**config.mk**
```make
export PLATFORM = sky130hd
export DESIGN_NAME = serdes_tx_scheduler
export DESIGN_NICKNAME = d
export VERILOG_FILES = /design/src/rtl/serdes_pkg.sv /design/src/rtl/rr_arbiter.sv /design/src/rtl/serdes_tx_scheduler.sv
export SDC_FILE = /design/constraint.sdc
export NUM_CORES = 1
export LEC_CHECK = 0
export ABC_CLOCK_PERIOD_IN_PS = 3100
export BUFFER_PORTS_ARGS = -buffer_cell sky130_fd_sc_hd__buf_2
export CAP_MARGIN = 40
export CORE_MARGIN = 5
export CORE_UTILIZATION = 52
export DETAILED_ROUTE_END_ITERATION = 8
export PLACE_DENSITY = 0.89
export SLEW_MARGIN = 20
export SYNTH_ARGS = -nofsm -noshare
export SYNTH_HDL_FRONTEND = slang
export SYNTH_SLANG_ARGS = --single-unit
```
**constraint.sdc**
```tcl
create_clock -name clk -period 3.1 [get_ports clk]
set_clock_uncertainty 0.05 [all_clocks]
set_input_delay 0.775 -clock clk [delete_from_list [all_inputs] [get_ports clk]]
set_output_delay 0.775 -clock clk [all_outputs]
set_load 0.1 [all_outputs]
```
**src/rtl/serdes_pkg.sv**
```systemverilog
// serdes_pkg: shared types and helpers for the serializer transmit scheduler.
package serdes_pkg;

    typedef enum logic [1:0] {IDLE, HDR, PAY, DRAIN} state_t;

    localparam logic [5:0] HDR_MARK_DEF = 6'b101101;

    function automatic int clog2(input int n);
        int r;
        for (r = 0; (1 << r) < n; r++) begin
        end
        return r;
    endfunction

    function automatic logic [3:0] onehot_to_bin(input logic [15:0] oh);
        logic [3:0] b;
        b = '0;
        for (int i = 0; i < 16; i++)
            if (oh[i]) b = b | 4'(i);
        return b;
    endfunction

endpackage

```
**src/rtl/rr_arbiter.sv**
```systemverilog
// rr_arbiter: combinational round-robin pick of the first request at or after ptr.
module rr_arbiter
    import serdes_pkg::*;
#(
    parameter int NUM_REQ = 4,
    parameter int ID_W    = clog2(NUM_REQ)
) (
    input  logic [NUM_REQ-1:0] req_i,
    input  logic [ID_W-1:0]    ptr_i,
    output logic [NUM_REQ-1:0] grant_o,
    output logic [ID_W-1:0]    idx_o
);

    logic [NUM_REQ-1:0] rot, rot_oh;

    // Rotate so ptr sits at bit 0, take the lowest set bit, rotate back.
    always_comb begin
        rot = '0;
        for (int k = 0; k < NUM_REQ; k++)
            rot[k] = req_i[(k + int'(ptr_i)) % NUM_REQ];
        rot_oh = rot & (-rot);
        grant_o = '0;
        for (int k = 0; k < NUM_REQ; k++)
            grant_o[(k + int'(ptr_i)) % NUM_REQ] = rot_oh[k];
        idx_o = ID_W'(onehot_to_bin(16'(grant_o)));
    end

endmodule

```
**src/rtl/serdes_tx_scheduler.sv**
```systemverilog
// serdes_tx_scheduler: shares one toggle-handshake serializer lane between NUM_REQ
// requesters, framing each burst as a header word followed by payload words.
module serdes_tx_scheduler
    import serdes_pkg::*;
#(
    parameter int NUM_REQ    = 4,
    parameter int DATA_WIDTH = 8,
    parameter int ID_W       = clog2(NUM_REQ),
    parameter logic [DATA_WIDTH-ID_W-1:0] HDR_MARK = (DATA_WIDTH-ID_W)'(HDR_MARK_DEF),
    parameter int MAX_BURST  = 16
) (
    input  logic                          clk,
    input  logic                          rst,
    input  logic [NUM_REQ-1:0]            req_valid,
    input  logic [NUM_REQ*DATA_WIDTH-1:0] req_data,
    input  logic [NUM_REQ-1:0]            req_last,
    output logic [NUM_REQ-1:0]            req_ack,
    output logic [NUM_REQ-1:0]            grant,
    output logic                          ser_write,
    output logic [DATA_WIDTH-1:0]         ser_data,
    input  logic                          ser_busy,
    output logic                          frame_active
);

    state_t                  state_q;
    logic [NUM_REQ-1:0]      grant_q, ack_q, arb_grant;
    logic [ID_W-1:0]         gidx_q, rr_ptr_q, arb_idx;
    logic [7:0]              burst_q;
    logic                    guard_q, write_q, fa_q;
    logic [DATA_WIDTH-1:0]   data_q, pay_word;
    logic                    issue_ok, pay_go, pay_end;

    rr_arbiter #(.NUM_REQ(NUM_REQ), .ID_W(ID_W)) u_arb (
        .req_i   (req_valid),
        .ptr_i   (rr_ptr_q),
        .grant_o (arb_grant),
        .idx_o   (arb_idx)
    );

    // guard_q masks the cycle before the serializer reflects a toggle on busy.
    assign issue_ok = !ser_busy && !guard_q;
    assign pay_word = req_data[gidx_q*DATA_WIDTH +: DATA_WIDTH];
    assign pay_go   = issue_ok && req_valid[gidx_q];
    assign pay_end  = req_last[gidx_q] || (burst_q + 8'd1 == 8'(MAX_BURST));

    always_ff @(posedge clk or posedge rst) begin
        if (rst) begin
            state_q  <= IDLE;
            grant_q  <= '0;
            ack_q    <= '0;
            gidx_q   <= '0;
            rr_ptr_q <= '0;
            burst_q  <= '0;
            guard_q  <= 1'b0;
            write_q  <= 1'b0;
            fa_q     <= 1'b0;
            data_q   <= '0;
        end else begin
            ack_q   <= '0;
            guard_q <= 1'b0;
            case (state_q)
                IDLE: if (|req_valid) begin
                    grant_q <= arb_grant;
                    gidx_q  <= arb_idx;
                    state_q <= HDR;
                end
                HDR: if (issue_ok) begin
                    data_q  <= {HDR_MARK, gidx_q};
                    write_q <= ~write_q;
                    guard_q <= 1'b1;
                    fa_q    <= 1'b1;
                    state_q <= PAY;
                end
                PAY: if (pay_go) begin
                    data_q  <= pay_word;
                    write_q <= ~write_q;
                    guard_q <= 1'b1;
                    ack_q   <= grant_q;
                    burst_q <= burst_q + 8'd1;
                    state_q <= pay_end ? DRAIN : PAY;
                end
                DRAIN: if (issue_ok) begin
                    grant_q  <= '0;
                    fa_q     <= 1'b0;
                    rr_ptr_q <= gidx_q + ID_W'(1);
                    burst_q  <= '0;
                    state_q  <= IDLE;
                end
                default: state_q <= IDLE;
            endcase
        end
    end

    assign req_ack      = ack_q;
    assign grant        = grant_q;
    assign ser_write    = write_q;
    assign ser_data     = data_q;
    assign frame_active = fa_q;

endmodule

```
# ---- Word-level counts from Yosys, hierarchy flattened
# Index checks and enable logic that the tools add are counted.
dict set report word_totals {
  reg_bits 33
  output_inout_bits 18
  wordCells 120
}
dict set report op_classes {
  n_addsub 6
  n_lt_le_gt_ge 9
  n_eq_ne 8
  n_shift 1
  muxes 55
  bitwise_logic 6
  reduce_logical 25
}
# cell count
set op_table {}
lappend op_table {{2-to-1 mux 8 bit} 4}
lappend op_table {{one-hot mux 8 bit (2 select lines)} 2}
lappend op_table {{indexed part select 32 x 6 -> 8 bit} 1}
lappend op_table {{2-to-1 mux 1 bit} 21}
lappend op_table {{2-to-1 mux 4 bit} 4}
lappend op_table {{binary-select mux 1 bit (select 2 bit)} 6}
lappend op_table {{bitwise mux 4 bit} 3}
lappend op_table {{less-than comparator 3 x 4 -> 1 bit, second input constant} 3}
lappend op_table {{2-to-1 mux 2 bit} 6}
lappend op_table {{AND reduction 3 bit} 4}
lappend op_table {{>= comparator 3 x 1 -> 1 bit, second input constant} 3}
lappend op_table {{adder 8 x 1 -> 8 bit, second input constant} 1}
lappend op_table {{bitwise AND 4 bit} 2}
lappend op_table {{demux 1 bit (select 2 bit)} 4}
lappend op_table {{== test 8 x 5 -> 1 bit, second input constant} 1}
lappend op_table {{!= test 2 bit, second input constant} 4}
lappend op_table {{one-hot mux 2 bit (4 select lines)} 1}
lappend op_table {{one-hot mux 4 bit (2 select lines)} 1}
lappend op_table {{nonzero test 2 bit} 4}
lappend op_table {{logical AND 1 bit} 6}
lappend op_table {{less-than comparator 2 x 3 -> 1 bit, second input constant} 2}
lappend op_table {{one-hot mux 1 bit (2 select lines)} 3}
lappend op_table {{OR reduction 2 bit} 3}
lappend op_table {{adder 2 bit, first input constant} 2}
lappend op_table {{14 further kinds} 19}

# ---- Logic depth before layout (Yosys ltp)
dict set report logic_depth {
  ltp_word 15
  ltp_mapped 9
}

# ---- Hierarchy
# A second synthesis with hierarchy kept.
dict set report unflattened {
  hier_cells 217
  hier_area_um2 2269.7
}
# module n_inst cells_each area_per_inst_um2 seq_area_each_um2
set by_module_without_submodules {}
lappend by_module_without_submodules {serdes_tx_scheduler 1 171 1861.8 825.8}
lappend by_module_without_submodules {rr_arbiter 1 46 407.9 0.0}

# ---- Worst setup path before layout
# No wires, ideal clock.
dict set report synth_timing {
  path_kind {input to register}
  startpoint {in req_valid[3]}
  endpoint {reg gidx_q[0]}
  setup_time_ns 0.082
  t_arrival_ns 2.098
  path_slack_ns 0.870
  stages 6
  n_path_buf 1
  path_cell_list {mux4_2 or2_0 buf_2 nor4b_2 a311oi_2 a31oi_1}
}
dict set report synth_via {
  elab_chain_len 11
  word_cells_on_any_way 22
  cone_classes {add/sub: 1; mux: 17; bitwise: 2; reduce/logical: 2}
}
# element line_no
set synth_lines {}
lappend synth_lines {{start: declaration} serdes_tx_scheduler.sv:14} ;# input logic [NUM_REQ-1:0] req_valid,
lappend synth_lines {{binary-select mux 1 bit (select 2 bit)} rr_arbiter.sv:20} ;# rot[k] = req_i[(k + int'(ptr_i)) % NUM_REQ];
lappend synth_lines {{2-to-1 mux 1 bit (not written as such)} rr_arbiter.sv:20}
lappend synth_lines {{negator 4 bit / 2-to-1 mux 1 bit (equally long branches)} {rr_arbiter.sv:21, rr_arbiter.sv:20}}
lappend synth_lines {{bitwise AND 4 bit / negator 4 bit (equally long branches)} rr_arbiter.sv:21} ;# rot_oh = rot & (-rot);
lappend synth_lines {{bitwise AND 4 bit, on equally long branches} n/a}
lappend synth_lines {{bitwise mux 4 bit (3 in a row)} rr_arbiter.sv:24} ;# grant_o[(k + int'(ptr_i)) % NUM_REQ] = rot_oh[k];
lappend synth_lines {{2-to-1 mux 1 bit} serdes_pkg.sv:19} ;# if (oh[i]) b = b | 4'(i);
lappend synth_lines {{2-to-1 mux 2 bit (2 in a row)} serdes_pkg.sv:19}
lappend synth_lines {{end signal: assignment} serdes_tx_scheduler.sv:64} ;# gidx_q <= arb_idx;
lappend synth_lines {{end: declaration} serdes_tx_scheduler.sv:27} ;# logic [ID_W-1:0] gidx_q, rr_ptr_q, arb_idx;
# Parallel ways exist; a longest one is shown, timed or not. The select of a mux whose other input is x is not followed.
# A chain may end at the register's enable or synchronous reset.

# ---- Worst setup path after layout
dict set report layout_timing {
  startpoint {reg rr_ptr_q[0]}
  endpoint {reg gidx_q[1]}
}
dict set report layout_via {
  elab_chain_len 12
  word_cells_on_any_way 48
  cone_classes {add/sub: 4; order compare: 8; mux: 24; bitwise: 5; reduce/logical: 7}
}
# element line_no
set layout_lines {}
lappend layout_lines {{start: declaration} serdes_tx_scheduler.sv:27}
lappend layout_lines {{start signal: assignment} serdes_tx_scheduler.sv:85} ;# rr_ptr_q <= gidx_q + ID_W'(1);
lappend layout_lines {{adder 1 x 2 -> 2 bit} {rr_arbiter.sv:20, rr_arbiter.sv:24}}
lappend layout_lines {{OR reduction 2 bit (no line)} n/a}
lappend layout_lines {{bitwise AND 1 bit (no line)} n/a}
lappend layout_lines {{less-than comparator 3 x 4 -> 1 bit (not written as such) / >= comparator 3 x 1 -> 1 bit (equally long branches)} rr_arbiter.sv:24}
lappend layout_lines {{logical AND 1 bit (not written as such)} rr_arbiter.sv:24}
lappend layout_lines {{2-to-1 mux 1 bit (not written as such)} rr_arbiter.sv:24}
lappend layout_lines {{demux 1 bit (select 2 bit)} n/a}
lappend layout_lines {{bitwise mux 4 bit (2 in a row)} rr_arbiter.sv:24}
lappend layout_lines {{bitwise mux 4 bit *} rr_arbiter.sv:24}
lappend layout_lines {{2-to-1 mux 2 bit} serdes_pkg.sv:19}
lappend layout_lines {{2-to-1 mux 2 bit *} serdes_pkg.sv:19}
# Mark *: on every way between the ends. The rest lies on a longest branch, timed or not. The select of a mux whose other input is x is not followed.

==> qor.txt <==
Outcome = finished, final reports clean
Slew Limit Fails = 0
Synth cell types = 49
Worst vdd ir = 0.648 mV
Die height = 74.6 um
Leak = 1.24 nW
Final setup fails = 0
Hold-fix buffers, CTS = 0
Fin. Hold Viols = 0
Reg clk slew, reported paths = 60 ps
Nets@finish = 324
Worst Reg-to-Reg Cells = 7
Mapped Cells = 206
Vias = 1863
Data required time at the worst endpoint = 3200 ps
First-pass GRT wire length = 8.28 mm
Vias in the first global route = 1858
RePlAce Congestion = 0.801
CP max FO = 10
Multi-input gate area = 1260 um^2
Largest net degree at the start of global routing = 34
Share of cells above drive strength 1 = 35.3%
Worst-path cell chain = inv_1 > ha_1 > mux4_2 > nor2b_4 > a22o_1 > a311oi_2 > a31oi_1
Rel. slew slack = 57.3%
Drt via density = 5.84
Io pins = 61
CTS tree = yes
Crit path from = rr_ptr_q[0]
Core Box Area = 4030 um^2
RSZ-0062 raised after global routing = no
Post-layout min period = 2420 ps
FF+latch count, synth = 33
CP arrival = 2530 ps
DIE WIDTH = 74.6 um
H-tree depth = 2
Max Fclk = 0.413 GHz
WHS Path Cells = 1
FF-to-FF Start = rr_ptr_q[0]
CTS Buf Count = 5
Levels on crit path = 7
Synth Cell Area = 2170 um^2
Seq/Total Area, Yosys = 38.0%
Postcts setup bufs = 0
Worst Tran Pin Value = 641 ps
Die Area = 5570 um^2
Highest-delay cell along the critical path = dfrtp_1
Avg Cell Area, Syn = 10.5 um^2
Area contributors post-synth = dfrtp_1 38%, mux4_2 11%, ha_1 6.9%
Largest stage delay, worst path = 600 ps
Final period util = 78.2%
Most common flop cell mapped by yosys = dfrtp_1
Initial Util = 53.9%
Post-Route Utilization = 64.7%
Worst Hold Launch = ser_write
Routed len/inst = 15.8 um
CP Class = reg2reg
# rows = 23
Total Wirelength = 5.03 mm
Synth warn = 0
CTS max path bufs = 2
Drc violations = 0
WP buf/inv = 1
Root buffer cell = clkbuf_8
Quantity of gates resized following cts = 0
Layout area overhead = 20.1%
Clock Sinks = 33
Fillers = 337
Storage cell area = 826 um^2
Hpwl dp = 3.84 mm
# Max-Cap Violations = 0
Pwr dens = 1130 nW/um^2
ANT cells = 0
Antenna Violating Nets Remaining = 0
Post-synth ARST share = 100%
Tot GR Track Use = 19.4%
Delay-heaviest family, CP = compound AO/OA/AOI/OAI gates
Share of the synthesized area in the top cell type = 38.0%
Dominant cell type by area after synthesis = dfrtp_1
Startpoint class of the critical path = flip-flop
Worst setup EP type = flip-flop
Hold WC Path Type = reg2reg
Synth Net Count = 261
Post-synth EDFFs = 0
Detailed Routing Iterations Pass 1 = 6
Port Buf Inserts = 60
Initial drt markers = 80
Worst skew pair latency = 280 ps
Gr ovfl total = 0
Initial antenna violation count = 0
Fin Setup TNS = 0 ps
==> cell families (layout without fill, tap and decap cells) <==
logic type,Yosys count,count (layout),share of synthesized area [%]
and+or+nand+nor,66,66,16.7
xor gates and xnor gates,3,3,1.21
muxes,23,23,18.2
adders and majority gates,12,12,6.92
DFF,33,33,38.0
AOI/OAI and AO/OA,49,49,14.9
buffers and inverters,20,83,4.09
==> per-stage QoR <==
stage	hold WS [ps]	area (um^2)	worst slack [ps]	power, mW	instances
CTS	423	2610	668	2.94	319
global route	449	2610	523	3.12	319
floorplan	396	2170	870	2.27	206
finish	423	2610	677	2.94	319
detailed placement	415	2520	603	2.61	312
global placement	415	2520	687	2.55	312
==> worst paths after layout <==
| path | slack (ps) | to |
|---|---|---|
| setup / recovery | 680 | gidx_q[1] |
| hold / removal | 420 | ser_write |
| setup reg to reg | 680 | gidx_q[1] |
| min in group asynchronous | 520 | req_ack[0] |
| max in group asynchronous | 2180 | burst_q[2] |
| hold reg to reg | 420 | ser_write |
==> layer usage <==
metal | GRT usage [%] | vias to the layer above | wire length [um]
met5 | 0 | - | 0
met4 | 5.53 | 0 | 56
met3 | 6.81 | 10 | 367
met2 | 32.2 | 63 | 2550
met1 | 24.3 | 913 | 2050
li1 | - | 877 | -
==> where the power goes <==
| group | total [mW] | switching [mW] | internal, mW |
|---|---|---|---|
| registers | 0.742 | 0.166 | 0.576 |
| logic | 1.87 | 1.24 | 0.632 |
| clock network | 0.323 | 0.147 | 0.176 |
==> flip-flops by register name, indices dropped and copies added, names as in the netlist <==
signal,count
ser_data,8
ser_write,1
grant,4
state_q,2
burst_q,8
rr_ptr_q,2
guard_q,1
gidx_q,2
frame_active,1
req_ack,4
==> layout by cell type, fill, tap and decap left out, types with 2 or more instances in the layout <==
cell      instances
ha_1             12
nand3_1           4
a21oi_1           9
mux2_2            5
mux2i_1           5
clkbuf_8          6
nand4_1           2
o22a_1            4
nor3_1            3
o31ai_1           3
and2_1            6
and3_1            3
a41o_1            2
a31oi_1           5
inv_1            12
nor2_1           14
dfrtp_1          33
nor2b_1           4
nand2b_1          2
nand2_1          18
buf_4             4
buf_2            60
mux4_2           11
o21ai_1           3
o21ai_0          14
xor2_1            2
==> synthesized netlist by cell type (2+ instances only) <==
cell type,number
buf_2,4
ha_1,12
clkbuf_1,2
o21ai_0,14
mux4_2,11
o21ai_1,3
and3_1,3
o22a_1,4
nand3_1,4
mux2_2,5
o31ai_1,3
nor2b_1,4
nor3_1,3
a21oi_1,9
and2_1,6
nand2_1,18
xor2_1,2
inv_1,12
mux2i_1,5
nand4_1,2
a31oi_1,5
nor2_1,14
a41o_1,2
dfrtp_1,33
nand2b_1,2
==> layout make-up <==
cell class	count	area share [%]
Clock buffer	7	3.31
Inverter	12	1.73
Multi-Input combinational cell	153	48.2
Sequential cell	33	31.7
Tap cell	50	2.40
Timing Repair Buffer	64	12.7
No activity file was read; power rests on OpenSTA's default activity.
